## config.mk

```make
export PLATFORM = sky130hd
export DESIGN_NAME = power_domain_sequencer
export DESIGN_NICKNAME = d
export VERILOG_FILES = /design/src/rtl/power_seq_pkg.sv /design/src/rtl/power_seq_ack_sync.sv /design/src/rtl/power_domain_sequencer.sv
export SDC_FILE = /design/constraint.sdc
export NUM_CORES = 1
export LEC_CHECK = 0
export CORE_MARGIN = 1
export CORE_UTILIZATION = 52
export CTS_BUF_LIST = sky130_fd_sc_hd__clkbuf_8 sky130_fd_sc_hd__clkbuf_16
export CTS_CLUSTER_SIZE = 16
export DETAILED_ROUTE_END_ITERATION = 16
export PLACE_DENSITY = 0.74
export SLEW_MARGIN = 5
export SYNTH_ARGS = -nofsm -noshare
export SYNTH_HDL_FRONTEND = slang
export SYNTH_SLANG_ARGS = --single-unit
```

## constraint.sdc

```tcl
create_clock -name clk_i -period 4.3 [get_ports clk_i]
set_input_delay 0.645 -clock clk_i [delete_from_list [all_inputs] [get_ports clk_i]]
set_output_delay 0.645 -clock clk_i [all_outputs]
set_load 0.01 [all_outputs]
```

## src/rtl/power_seq_pkg.sv

```systemverilog
// Shared types for the power-domain sequencer: FSM state encoding and the
// bundle of domain-control outputs with their fully-on / fully-off values.
package power_seq_pkg;

  typedef enum logic [3:0] {
    ST_ON,
    ST_CLK_GATE,
    ST_ISO_SET,
    ST_RST_SET,
    ST_SW_OFF,
    ST_OFF,
    ST_SW_ON,
    ST_RST_REL,
    ST_ISO_REL,
    ST_CLK_UNGATE
  } pwr_seq_state_e;

  typedef struct packed {
    logic switch_n;
    logic iso;
    logic rst_n;
    logic clk_en;
  } pwr_seq_outs_t;

  localparam pwr_seq_outs_t ON_OUTS  = '{switch_n: 1'b0, iso: 1'b0, rst_n: 1'b1, clk_en: 1'b1};
  localparam pwr_seq_outs_t OFF_OUTS = '{switch_n: 1'b1, iso: 1'b1, rst_n: 1'b0, clk_en: 1'b0};

  function automatic int max3(input int a, input int b, input int c);
    int m;
    m = (a > b) ? a : b;
    return (m > c) ? m : c;
  endfunction

endpackage

```

## src/rtl/power_seq_ack_sync.sv

```systemverilog
// Two-flop synchronizer for the power-switch acknowledge; the reset value
// matches the switch level implied by the domain's post-reset state.
module power_seq_ack_sync #(
  parameter logic RESET_VAL = 1'b0
) (
  input  logic clk_i,
  input  logic rst_ni,
  input  logic d_i,
  output logic q_o
);

  logic meta_q;
  logic sync_q;

  always_ff @(posedge clk_i or negedge rst_ni) begin
    if (!rst_ni) begin
      meta_q <= RESET_VAL;
      sync_q <= RESET_VAL;
    end else begin
      meta_q <= d_i;
      sync_q <= meta_q;
    end
  end

  assign q_o = sync_q;

endmodule

```

## src/rtl/power_domain_sequencer.sv

```systemverilog
// Power-gate sequencer for one domain: orders clock gating, isolation, domain
// reset and the switch handshake on the way down and back up.
module power_domain_sequencer
  import power_seq_pkg::*;
#(
  parameter bit RESET_ON        = 1'b1,
  parameter int CLK_GATE_CYCLES = 2,
  parameter int ISO_CYCLES      = 2,
  parameter int RST_CYCLES      = 2,
  parameter int ACK_TIMEOUT     = 64
) (
  input  logic clk_i,
  input  logic rst_ni,
  input  logic pwr_off_req_i,
  input  logic pwr_on_req_i,
  input  logic switch_ack_n_i,
  input  logic err_clear_i,
  output logic switch_n_o,
  output logic iso_en_o,
  output logic rst_domain_n_o,
  output logic clk_en_o,
  output logic powered_o,
  output logic busy_o,
  output logic timeout_o
);

  localparam int CNT_W  = $clog2(max3(CLK_GATE_CYCLES, ISO_CYCLES, RST_CYCLES)) + 1;
  localparam int WAIT_W = (ACK_TIMEOUT > 0) ? $clog2(ACK_TIMEOUT + 1) : 1;

  localparam logic [CNT_W-1:0]  CG_LOAD    = CNT_W'(CLK_GATE_CYCLES - 1);
  localparam logic [CNT_W-1:0]  ISO_LOAD   = CNT_W'(ISO_CYCLES - 1);
  localparam logic [CNT_W-1:0]  RST_LOAD   = CNT_W'(RST_CYCLES - 1);
  localparam logic [WAIT_W-1:0] WAIT_LIMIT = WAIT_W'(ACK_TIMEOUT);

  localparam pwr_seq_state_e RST_STATE = RESET_ON ? ST_ON : ST_OFF;
  localparam pwr_seq_outs_t  RST_OUTS  = RESET_ON ? ON_OUTS : OFF_OUTS;

  pwr_seq_state_e    state_q, state_d;
  pwr_seq_outs_t     outs_q, outs_d;
  logic [CNT_W-1:0]  cnt_q, cnt_d;
  logic [WAIT_W-1:0] wait_q, wait_d;
  logic [WAIT_W-1:0] wait_inc;
  logic              timeout_q, timeout_d;
  logic              powered_q, powered_d;
  logic              busy_q, busy_d;
  logic              ack_s;
  logic              in_wait;
  logic              ack_done;

  power_seq_ack_sync #(
    .RESET_VAL(RESET_ON ? 1'b0 : 1'b1)
  ) u_ack_sync (
    .clk_i (clk_i),
    .rst_ni(rst_ni),
    .d_i   (switch_ack_n_i),
    .q_o   (ack_s)
  );

  assign in_wait  = (state_q == ST_SW_OFF) || (state_q == ST_SW_ON);
  assign ack_done = ((state_q == ST_SW_OFF) && ack_s) || ((state_q == ST_SW_ON) && !ack_s);
  assign wait_inc = wait_q + 1'b1;

  always_comb begin
    state_d   = state_q;
    outs_d    = outs_q;
    cnt_d     = cnt_q;
    wait_d    = wait_q;
    timeout_d = timeout_q & ~err_clear_i;

    case (state_q)
      ST_ON: begin
        if (pwr_off_req_i) begin
          state_d       = ST_CLK_GATE;
          outs_d.clk_en = 1'b0;
          cnt_d         = CG_LOAD;
        end
      end
      ST_CLK_GATE: begin
        if (cnt_q == '0) begin
          state_d    = ST_ISO_SET;
          outs_d.iso = 1'b1;
          cnt_d      = ISO_LOAD;
        end else begin
          cnt_d = cnt_q - 1'b1;
        end
      end
      ST_ISO_SET: begin
        if (cnt_q == '0) begin
          state_d      = ST_RST_SET;
          outs_d.rst_n = 1'b0;
          cnt_d        = RST_LOAD;
        end else begin
          cnt_d = cnt_q - 1'b1;
        end
      end
      ST_RST_SET: begin
        if (cnt_q == '0) begin
          state_d         = ST_SW_OFF;
          outs_d.switch_n = 1'b1;
          wait_d          = '0;
        end else begin
          cnt_d = cnt_q - 1'b1;
        end
      end
      ST_SW_OFF: begin
        if (ack_done) state_d = ST_OFF;
      end
      ST_OFF: begin
        if (pwr_on_req_i) begin
          state_d         = ST_SW_ON;
          outs_d.switch_n = 1'b0;
          wait_d          = '0;
        end
      end
      ST_SW_ON: begin
        if (ack_done) begin
          state_d      = ST_RST_REL;
          outs_d.rst_n = 1'b1;
          cnt_d        = RST_LOAD;
        end
      end
      ST_RST_REL: begin
        if (cnt_q == '0) begin
          state_d    = ST_ISO_REL;
          outs_d.iso = 1'b0;
          cnt_d      = ISO_LOAD;
        end else begin
          cnt_d = cnt_q - 1'b1;
        end
      end
      ST_ISO_REL: begin
        if (cnt_q == '0) begin
          state_d       = ST_CLK_UNGATE;
          outs_d.clk_en = 1'b1;
          cnt_d         = CG_LOAD;
        end else begin
          cnt_d = cnt_q - 1'b1;
        end
      end
      ST_CLK_UNGATE: begin
        if (cnt_q == '0) begin
          state_d = ST_ON;
        end else begin
          cnt_d = cnt_q - 1'b1;
        end
      end
      default: begin
        state_d = RST_STATE;
        outs_d  = RST_OUTS;
      end
    endcase

    // Keep waiting after a timeout; the counter saturates so the flag fires once.
    if (in_wait && !ack_done && (ACK_TIMEOUT != 0) && (wait_q != WAIT_LIMIT)) begin
      wait_d = wait_inc;
      if (wait_inc == WAIT_LIMIT) timeout_d = 1'b1;
    end

    powered_d = (state_d == ST_ON);
    busy_d    = (state_d != ST_ON) && (state_d != ST_OFF);
  end

  always_ff @(posedge clk_i or negedge rst_ni) begin
    if (!rst_ni) begin
      state_q   <= RST_STATE;
      outs_q    <= RST_OUTS;
      cnt_q     <= '0;
      wait_q    <= '0;
      timeout_q <= 1'b0;
      powered_q <= RESET_ON;
      busy_q    <= 1'b0;
    end else begin
      state_q   <= state_d;
      outs_q    <= outs_d;
      cnt_q     <= cnt_d;
      wait_q    <= wait_d;
      timeout_q <= timeout_d;
      powered_q <= powered_d;
      busy_q    <= busy_d;
    end
  end

  assign switch_n_o     = outs_q.switch_n;
  assign iso_en_o       = outs_q.iso;
  assign rst_domain_n_o = outs_q.rst_n;
  assign clk_en_o       = outs_q.clk_en;
  assign powered_o      = powered_q;
  assign busy_o         = busy_q;
  assign timeout_o      = timeout_q;

endmodule
```

# Yosys cells after proc, flatten, opt, wreduce, memory -nomap -nowiden
# Index checks and enable logic that the tools add are counted.
[totals]
out_inout_bits = 7
in_bits = 6
romBits = 0
latch_bits = 0
wordCells = 101
n_memories = 0
mem_bits_rw = 0
regBits = 22
[classes]
div = 0
n_addsub = 2
n_mux = 31
n_bitwise = 6
n_eq_ne = 23
n_shift = 0
magnitude_cmp = 0
n_mul = 0
n_reduce_logical = 27
[op_table]
columns = ["operator", "count"]
rows = [
  ["two-way mux 4 bit", 10],
  ["one-hot mux 4 bit (10 select lines)", 1],
  ["OR reduction 8 bit", 4],
  ["two-way mux 7 bit", 3],
  ["!= test 2 bit (second input constant)", 9],
  ["== test 4 x 3 -> 1 bit (second input constant)", 4],
  ["AND reduction 3 bit", 5],
  ["one-hot mux 7 bit (2 select lines)", 1],
  ["one-hot mux 1 bit (3 select lines)", 4],
  ["== test 4 x 2 -> 1 bit (second input constant)", 2],
  ["== test 4 bit (second input constant)", 2],
  ["logical NOT 4 bit", 2],
  ["two-way mux 2 bit", 4],
  ["one-hot mux 2 bit (4 select lines)", 1],
  ["nonzero test 4 bit", 2],
  ["adder 7 x 1 -> 7 bit (second input constant)", 1],
  ["== test 7 bit (second input constant)", 1],
  ["two-way mux 1 bit", 7],
  ["!= test 7 bit (second input constant)", 1],
  ["!= test 3 bit (second input constant)", 2],
  ["logical AND 1 bit", 5],
  ["inverter 1 bit", 5],
  ["== test 4 x 1 -> 1 bit (second input constant)", 1],
  ["!= test 4 x 3 -> 1 bit (second input constant)", 1],
  ["9 further kinds", 11],
]

# Depth between registers and ports, before layout
# Gate-level depths: netlist (run 1).
[depth]
depth_word = 8
mapped_depth = 7
ltp_nobuf = 6

# Modules after synthesis
# From an unflattened synthesis (run 1), not the netlist that was laid out.
[unflattened]
cells_unflattened = 148
area_unflattened_um2 = 1388.8
[modules_own_cells]
columns = ["mod", "cells_per_inst", "seq_area_each_um2", "area_per_inst_um2", "instances"]
rows = [
  ["power_domain_sequencer", 146, 504.2, 1338.8, 1],
  ["power_seq_ack_sync", 2, 50.0, 50.0, 1],
]

# Least setup slack after synthesis (run 1)
# No wires, ideal clock.
[synth_timing]
path_kind = "flip-flop to flip-flop"
from = "reg cnt_q[0]"
to = "reg wait_q[2]"
period_less_slack_ps = 1617
t_required_ps = 4173
setup_time_ps = 127
path_buffers = 1
path_stages_with_launch = 8
t_arrival_ps = 1490
path_slack_ps = 2683
path_cell_list = "dfrtp_1 inv_1 ha_1 buf_2 nand3b_1 a31oi_1 o21ai_1 a221o_2"
[synth_between]
elab_chain_len = 3
[synth_lines]
columns = ["item", "line", "source"]
rows = [
  ["from (decl)", "power_domain_sequencer.sv:40", "logic [CNT_W-1:0] cnt_q, cnt_d;"],
  ["from (signal assigned)", "power_domain_sequencer.sv:175", "cnt_q <= cnt_d;"],
  ["logical NOT 2 bit", "power_domain_sequencer.sv:97", "if (cnt_q == '0) begin"],
  ["!= test 3 bit (no source line)", "--", ""],
  ["AND reduction 3 bit (no source line)", "--", ""],
  ["to (signal assigned)", "power_domain_sequencer.sv:176", "wait_q <= wait_d;"],
  ["to (decl)", "power_domain_sequencer.sv:41", "logic [WAIT_W-1:0] wait_q, wait_d;"],
]
# No other way between the ends.
# A chain may end at the register's enable or synchronous reset.

# Worst setup path in the final report (run 1)
[layout_timing]
from = "in pwr_on_req_i"
to = "reg wait_q[4]"
[layout_between]
elab_chain_len = 2
[layout_lines]
columns = ["item", "line", "source"]
rows = [
  ["from (decl)", "power_domain_sequencer.sv:15", "input logic pwr_on_req_i,"],
  ["!= test 3 bit (no source line)", "--", ""],
  ["AND reduction 3 bit (no source line)", "--", ""],
]
# No other way between the ends.

==> flow_summary.toml, run 1 <==
[status]
status = "finished clean"

[route]
drt_wl_total_um = 2750
antenna_left = 0
drtIter0Drc = 33
wl_per_cell_um = 14.6
vias = 1150
wl_met1_um = 1360
drc_errors = 0
met3_length_um = 107
vias_per_cell = 6.08
top_layer = "met3"
drtPass1Iterations = 4
dr_wl_met2_um = 1290

[logic_synthesis]
synth_most_common_cell = "dfrtp_1"
yosysSeqAreaShare_pct = 39.5
synth_seq_cells = 22
synth_top_cell_by_area = "dfrtp_1"
synth_cell_types = 47
ys_async_sr_fraction_pct = 100
ys_top_cells_by_area = "dfrtp_1 (34%), dfstp_2 (5.6%), ha_1 (3.6%), a21oi_1 (3.2%), nor2_1 (3.2%)"
synthesis.area_um2 = 1400
syn_nets = 163
synth_top_flop_cell = "dfrtp_1"
avgSynthCellArea_um2 = 9.17
synth-edff-count = 0
synth_top_cells_by_count = "dfrtp_1 (19), nor2_1 (12), a21oi_1 (9), inv_1 (9)"
synthCells = 153
yosysTopAreaCellShare_pct = 33.9
yosys_warnings = 0

[clock_network]
htreeDepth = 1
holdBufCountCts = 0
cts_tree = "done"
clockBufferDepth = 2
postCtsSetupBuffers = 0
clk_pin_slew_ps = 80
ctsRootBufferMaster = "clkbuf_8"
cts.sinks = 22
clock_latency_ps = 260
ctsResizeCount = 0
numCtsBuffers = 3

[global_routing]
gr-total-overflow = 0
antenna_found_initial = 0
grt_max_degree = 25
grt_pass1_wl_um = 4420
grt_pass1_vias = 977
globalRouteTotalUtil_pct = 21.0

[die]
ioPinCount = 13
core.rowCount = 18
dieArea_um2 = 2910
die_w_um = 53.9
coreArea_um2 = 2520
die_h_um = 53.9
start_util_pct = 55.6

[timing]
min_period_ps = 2020
slew_violations = 0
rsz0062_at_grt = "false"
maxSlewHeadroom_pct = 34.4
hold_violations = 0
post-route-period-util_pct = 47.1
clock_skew_ps = 2.53
max_slew.worst_pin.slew_ps = 981
setup_tns_ps = 0
finalSetupViolations = 0
fmax_mhz = 494

[critical_path]
arrival_ps = 2170
cp_data_required_time_ps = 4450
reg2reg_to = "wait_q[2]$_DFFE_PN0P_"
reg2reg_from = "state_q[1]$_DFF_PN0_"
r2r_setup_slack_ps = 2340
ff2ff_path_depth = 4
path_class = "primary input to flop"
startpoint_type = "primary input"
end_kind = "flop"
critPathMaxFanout = 7

[final_layout]
area_growth_pct = 10.5
drive_gt1_share_pct = 11.3
stdcell_area_um2 = 1550
fin_nets = 170
antennaDiodeCount = 0
num-fill-cells = 219

[placement]
place_area_um2 = 1510
dp_hpwl_um = 1920
gp_congestion = 0.885
port_buffers = 12

[power]
power_density_nw_per_um2 = 620
ir_worst_vdd_v = 0.000504
leakagePower_nw = 0.680

[min_path]
holdPathEnd = "u_ack_sync.q_o$_DFF_PN0_"
hold_depth = 0
hold_class = "flop to flop"
min_from = "u_ack_sync.meta_q$_DFF_PN0_"

[run]
maxCapViolCount = 0
==> worst max-delay path by stage <==
stage / endpoint / start / slack [ps] / cells after the start
4_1_cts: wait_q[3]$_DFFE_PN0P_ / pwr_on_req_i / 2280 / 5
3_5_place_dp: wait_q[4]$_DFFE_PN0P_ / pwr_on_req_i / 2000 / 5
3_3_place_gp: wait_q[4]$_DFFE_PN0P_ / pwr_on_req_i / 2050 / 5
5_1_grt: busy_o$_DFF_PN0_ / state_q[1]$_DFF_PN0_ / 2170 / 4
6_report: wait_q[4]$_DFFE_PN0P_ / pwr_on_req_i / 2280 / 5
2_1_floorplan: wait_q[2]$_DFFE_PN0P_ / cnt_q[0]$_DFFE_PN0P_ / 2680 / 7
==> cell type report <==
type | instances | area, µm² | area share (%)
repair buffers | 12 | 120 | 7.75
multi-input cells | 112 | 759 | 49.0
flip-flops and latches | 22 | 554 | 35.8
clock buffers | 3 | 41.3 | 2.66
well taps | 30 | 37.5 | 2.42
inverters | 9 | 33.8 | 2.18
clock inverters | 1 | 3.75 | 0.242
==> routing by layer <==
metal / global-route usage (%) / up-vias
li1: - / 577
met3: 5.08 / 0
met2: 33.7 / 28
met4: 3.51 / 0
met1: 28.9 / 545
met5: 0 / -
==> flip-flops by register name, summed over array words and instances, names as in the netlist <==
register and flops:
busy_o 1, clk_en_o 1, cnt_q 2, iso_en_o 1, powered_o 1, rst_domain_n_o 1
state_q 4, switch_n_o 1, timeout_o 1, u_ack_sync.meta_q 1, u_ack_sync.q_o 1, wait_q 7
==> layout by cell type, fill, tap and decap left out, drive strengths merged, types with 4 or more instances in the layout <==
cell,n
a21oi,9
a221o,5
and3,6
clkdlybuf4s50,12
dfrtp,19
ha,4
inv,10
nand2,8
nand3,5
nor2,12
nor2b,4
nor3b,4
o21ai,6
or2,4
xnor2,4
==> kinds of logic after synthesis <==
logic type                 share of synthesized area [%]
muxes                                               1.52
DFF                                                 39.5
buffers and inverters                               6.33
AOI/OAI and AO/OA                                   24.3
xor gates and xnor gates                            2.50
and+or+nand+nor                                     22.3
adders and majority gates                           3.57
==> worst max-delay path, cell delays in order <==
cell and delay, ps:
clkdlybuf4s50_1 530, nand3b_1 120, a31oi_1 190, o21ai_1 230, a221o_2 460
==> report_power, final <==
part	switching (W)	total (W)	internal, W
clock	0.0000631	0.000127	0.0000636
combinational	0.000222	0.000443	0.000221
sequential	0.000124	0.000390	0.000266
total	0.000410	0.000960	0.000551
==> through the flow <==
step	worst slack, ps	utilization [%]	hold slack [ps]	total power, W	cells
detailed placement	2000	59.7	343	0.000833	185
global route	2170	61.5	365	0.00105	189
CTS	2280	61.5	362	0.000962	189
global placement	2050	59.7	338	0.000815	185
finish	2280	61.5	360	0.000960	189
floorplan	2680	-	331	0.000727	153
No activity file was read; power rests on OpenSTA's default activity.
==> run 2: changes to the inputs <==
clock period = 1.9 ns   (was 4.3 ns; I/O delays follow)
==> run 2 against run 1 <==
Against the previous run: first-iteration DRC count increased by 6.1%; count of clock-buffer cells in the layout increased by 1; cell area increased by 4.7%; global-route usage increased by 1.7 points; via count increased by 6.6%; clock skew increased by 3.7 ps; final cell count increased by 4.2%; utilization increased by 2.9 points; critical path depth increased by 1; largest cell class unchanged.
==> flow_summary.toml, run 2 (synthesized netlist as in run 1, its figures left out) <==
[status]
status = "finished clean"

[route]
wl_per_cell_um = 14.8
drc_errors = 0
drt_wl_total_um = 2920
drtIter0Drc = 35
vias_per_cell = 6.22
antenna_left = 0
drtPass1Iterations = 4
vias = 1226

[timing]
fmax_mhz = 551
slew_violations = 0
post-route-period-util_pct = 95.5
rsz0062_at_grt = "false"
maxSlewHeadroom_pct = 67.6
hold_violations = 0
finalSetupViolations = 0
max_slew.worst_pin.slew_ps = 483
clock_skew_ps = 6.20
min_period_ps = 1810

[global_routing]
grt_max_degree = 23
grt_pass1_wl_um = 4660
globalRouteTotalUtil_pct = 22.7
grt_pass1_vias = 1066
gr-total-overflow = 0
antenna_found_initial = 0

[min_path]
hold_class = "primary input to async pin"

[die]
die_w_um = 53.9
start_util_pct = 55.6
coreArea_um2 = 2520
core.rowCount = 18
dieArea_um2 = 2910
ioPinCount = 13
die_h_um = 53.9

[critical_path]
cpPeakStageDelay_ps = 450
path_cells = "inv_1, ha_2, nand3b_1, a31oi_1, o21ai_1, a221o_2"
crit_buf_inv = 1
path_class = "flop to flop"
cp_data_required_time_ps = 2050
startpoint_type = "flop"
end_kind = "flop"
reg2reg_to = "wait_q[4]$_DFFE_PN0P_"
crit_family = "compound AO/OA/AOI/OAI gates"
ff2ff_path_depth = 6
reg2reg_from = "cnt_q[0]$_DFFE_PN0P_"
arrival_ps = 1960
critPathMaxFanout = 7
cp-startpoint = "cnt_q[0]$_DFFE_PN0P_"
r2r_setup_slack_ps = 90
crit_slowest_cell = "a221o_2"

[placement]
port_buffers = 12
dp_hpwl_um = 2070
gp_congestion = 0.854
place_area_um2 = 1570

[final_layout]
top_regs = "wait_q: 7 flops, state_q: 4 flops, cnt_q: 2 flops"
largest_reg_flops = 7
antennaDiodeCount = 0
area_growth_pct = 15.7
num-fill-cells = 205
mostFrequentLayoutCells = "dfrtp_1 (19), nor2_1 (12), clkdlybuf4s50_1 (12)"
layout_commonest_cell = "dfrtp_1"
drive_gt1_share_pct = 17.4
top_register = "wait_q"
stdcell_area_um2 = 1620
fin_nets = 178

[clock_network]
cts.sinks = 22
postCtsSetupBuffers = 0
htreeDepth = 1
ctsRootBufferMaster = "clkbuf_8"
clk_pin_slew_ps = 80
clock_latency_ps = 270
numCtsBuffers = 3
cts_tree = "done"
clockBufferDepth = 2

[power]
power.total_w = 0.00235
leakagePower_nw = 0.713
ir_worst_vdd_v = 0.00122
power_density_nw_per_um2 = 1450

[run]
maxCapViolCount = 0
-- run 2: cell count changes in the layout (fill, tap and decap cells not counted), sizes merged --
cell	previous run	this run
buf	0	8
clkbuf	3	4
inv	10	9
-- run 2: how the worst max path moves through the flow --
| stage | endpoint | slack (ps) | cells after the start |
|---|---|---|---|
| 3_3_place_gp | wait_q[4]$_DFFE_PN0P_ | 50 | 5 |
| 6_report | wait_q[4]$_DFFE_PN0P_ | 90 | 6 |
| 2_1_floorplan | wait_q[2]$_DFFE_PN0P_ | 280 | 7 |
| 5_1_grt | wait_q[4]$_DFFE_PN0P_ | 30 | 6 |
| 4_1_cts | wait_q[4]$_DFFE_PN0P_ | 30 | 6 |
| 3_5_place_dp | wait_q[4]$_DFFE_PN0P_ | -10 | 5 |
-- run 2: cell type report --
type                    count  area (µm²)  area share [%]
flip-flops and latches     22         554            34.2
well taps                  30        37.5            2.31
inverters                   9        33.8            2.08
repair buffers             20         180            11.1
multi-input cells         112         762            47.0
clock buffers               4        55.1            3.39
-- run 2: power breakdown --
part	total [W]	internal (W)	switching [W]	leakage [nW]
registers	0.000790	0.000605	0.000185	0.269
logic	0.00122	0.000592	0.000627	0.415
clock network	0.000341	0.000185	0.000156	0.0288
total	0.00235	0.00138	0.000968	0.713
-- run 2: layer usage --
metal	vias to the layer above	wire length, µm	GRT usage [%]
met3	8	145	6.50
li1	588	-	-
met1	591	1330	29.3
met2	39	1380	36.4
met5	-	0	0
met4	0	68	7.02
-- run 2: worst reg2reg max path, delay by kind of cell (launching register included) --
family                     cells  cell delay, ps
adders and majority gates      1             250
buffers and inverters          1              70
AOI/OAI and AO/OA              3             860
DFF                            1             410
and+or+nand+nor                1             100
-- run 2: through the flow --
stage                     util (%)  std cells  hold slack [ps]  setup slack [ps]  TNS, ps
final                         64.3        197              362              86.1        0
after global routing          64.3        197              363              27.4        0
after CTS                     64.2        197              362              33.2        0
after detailed placement      62.1        193              342             -14.2    -21.8
after global placement        62.1        193              339              47.9        0
after floorplan                  -        153            -10.6               283        0
-- run 2: repair_timing --
| action | CTS | global route |
|---|---|---|
| resized for setup | 0 | 2 |
| hold buffers | 0 | 0 |
| endpoints found under the setup margin | 0 | 3 |
==> run 3: changes to the inputs <==
CAP_MARGIN = 10   (was not set)
==> results of run 3 <==
Same layout as run 2: the final DEF is identical, and so are final timing and power.
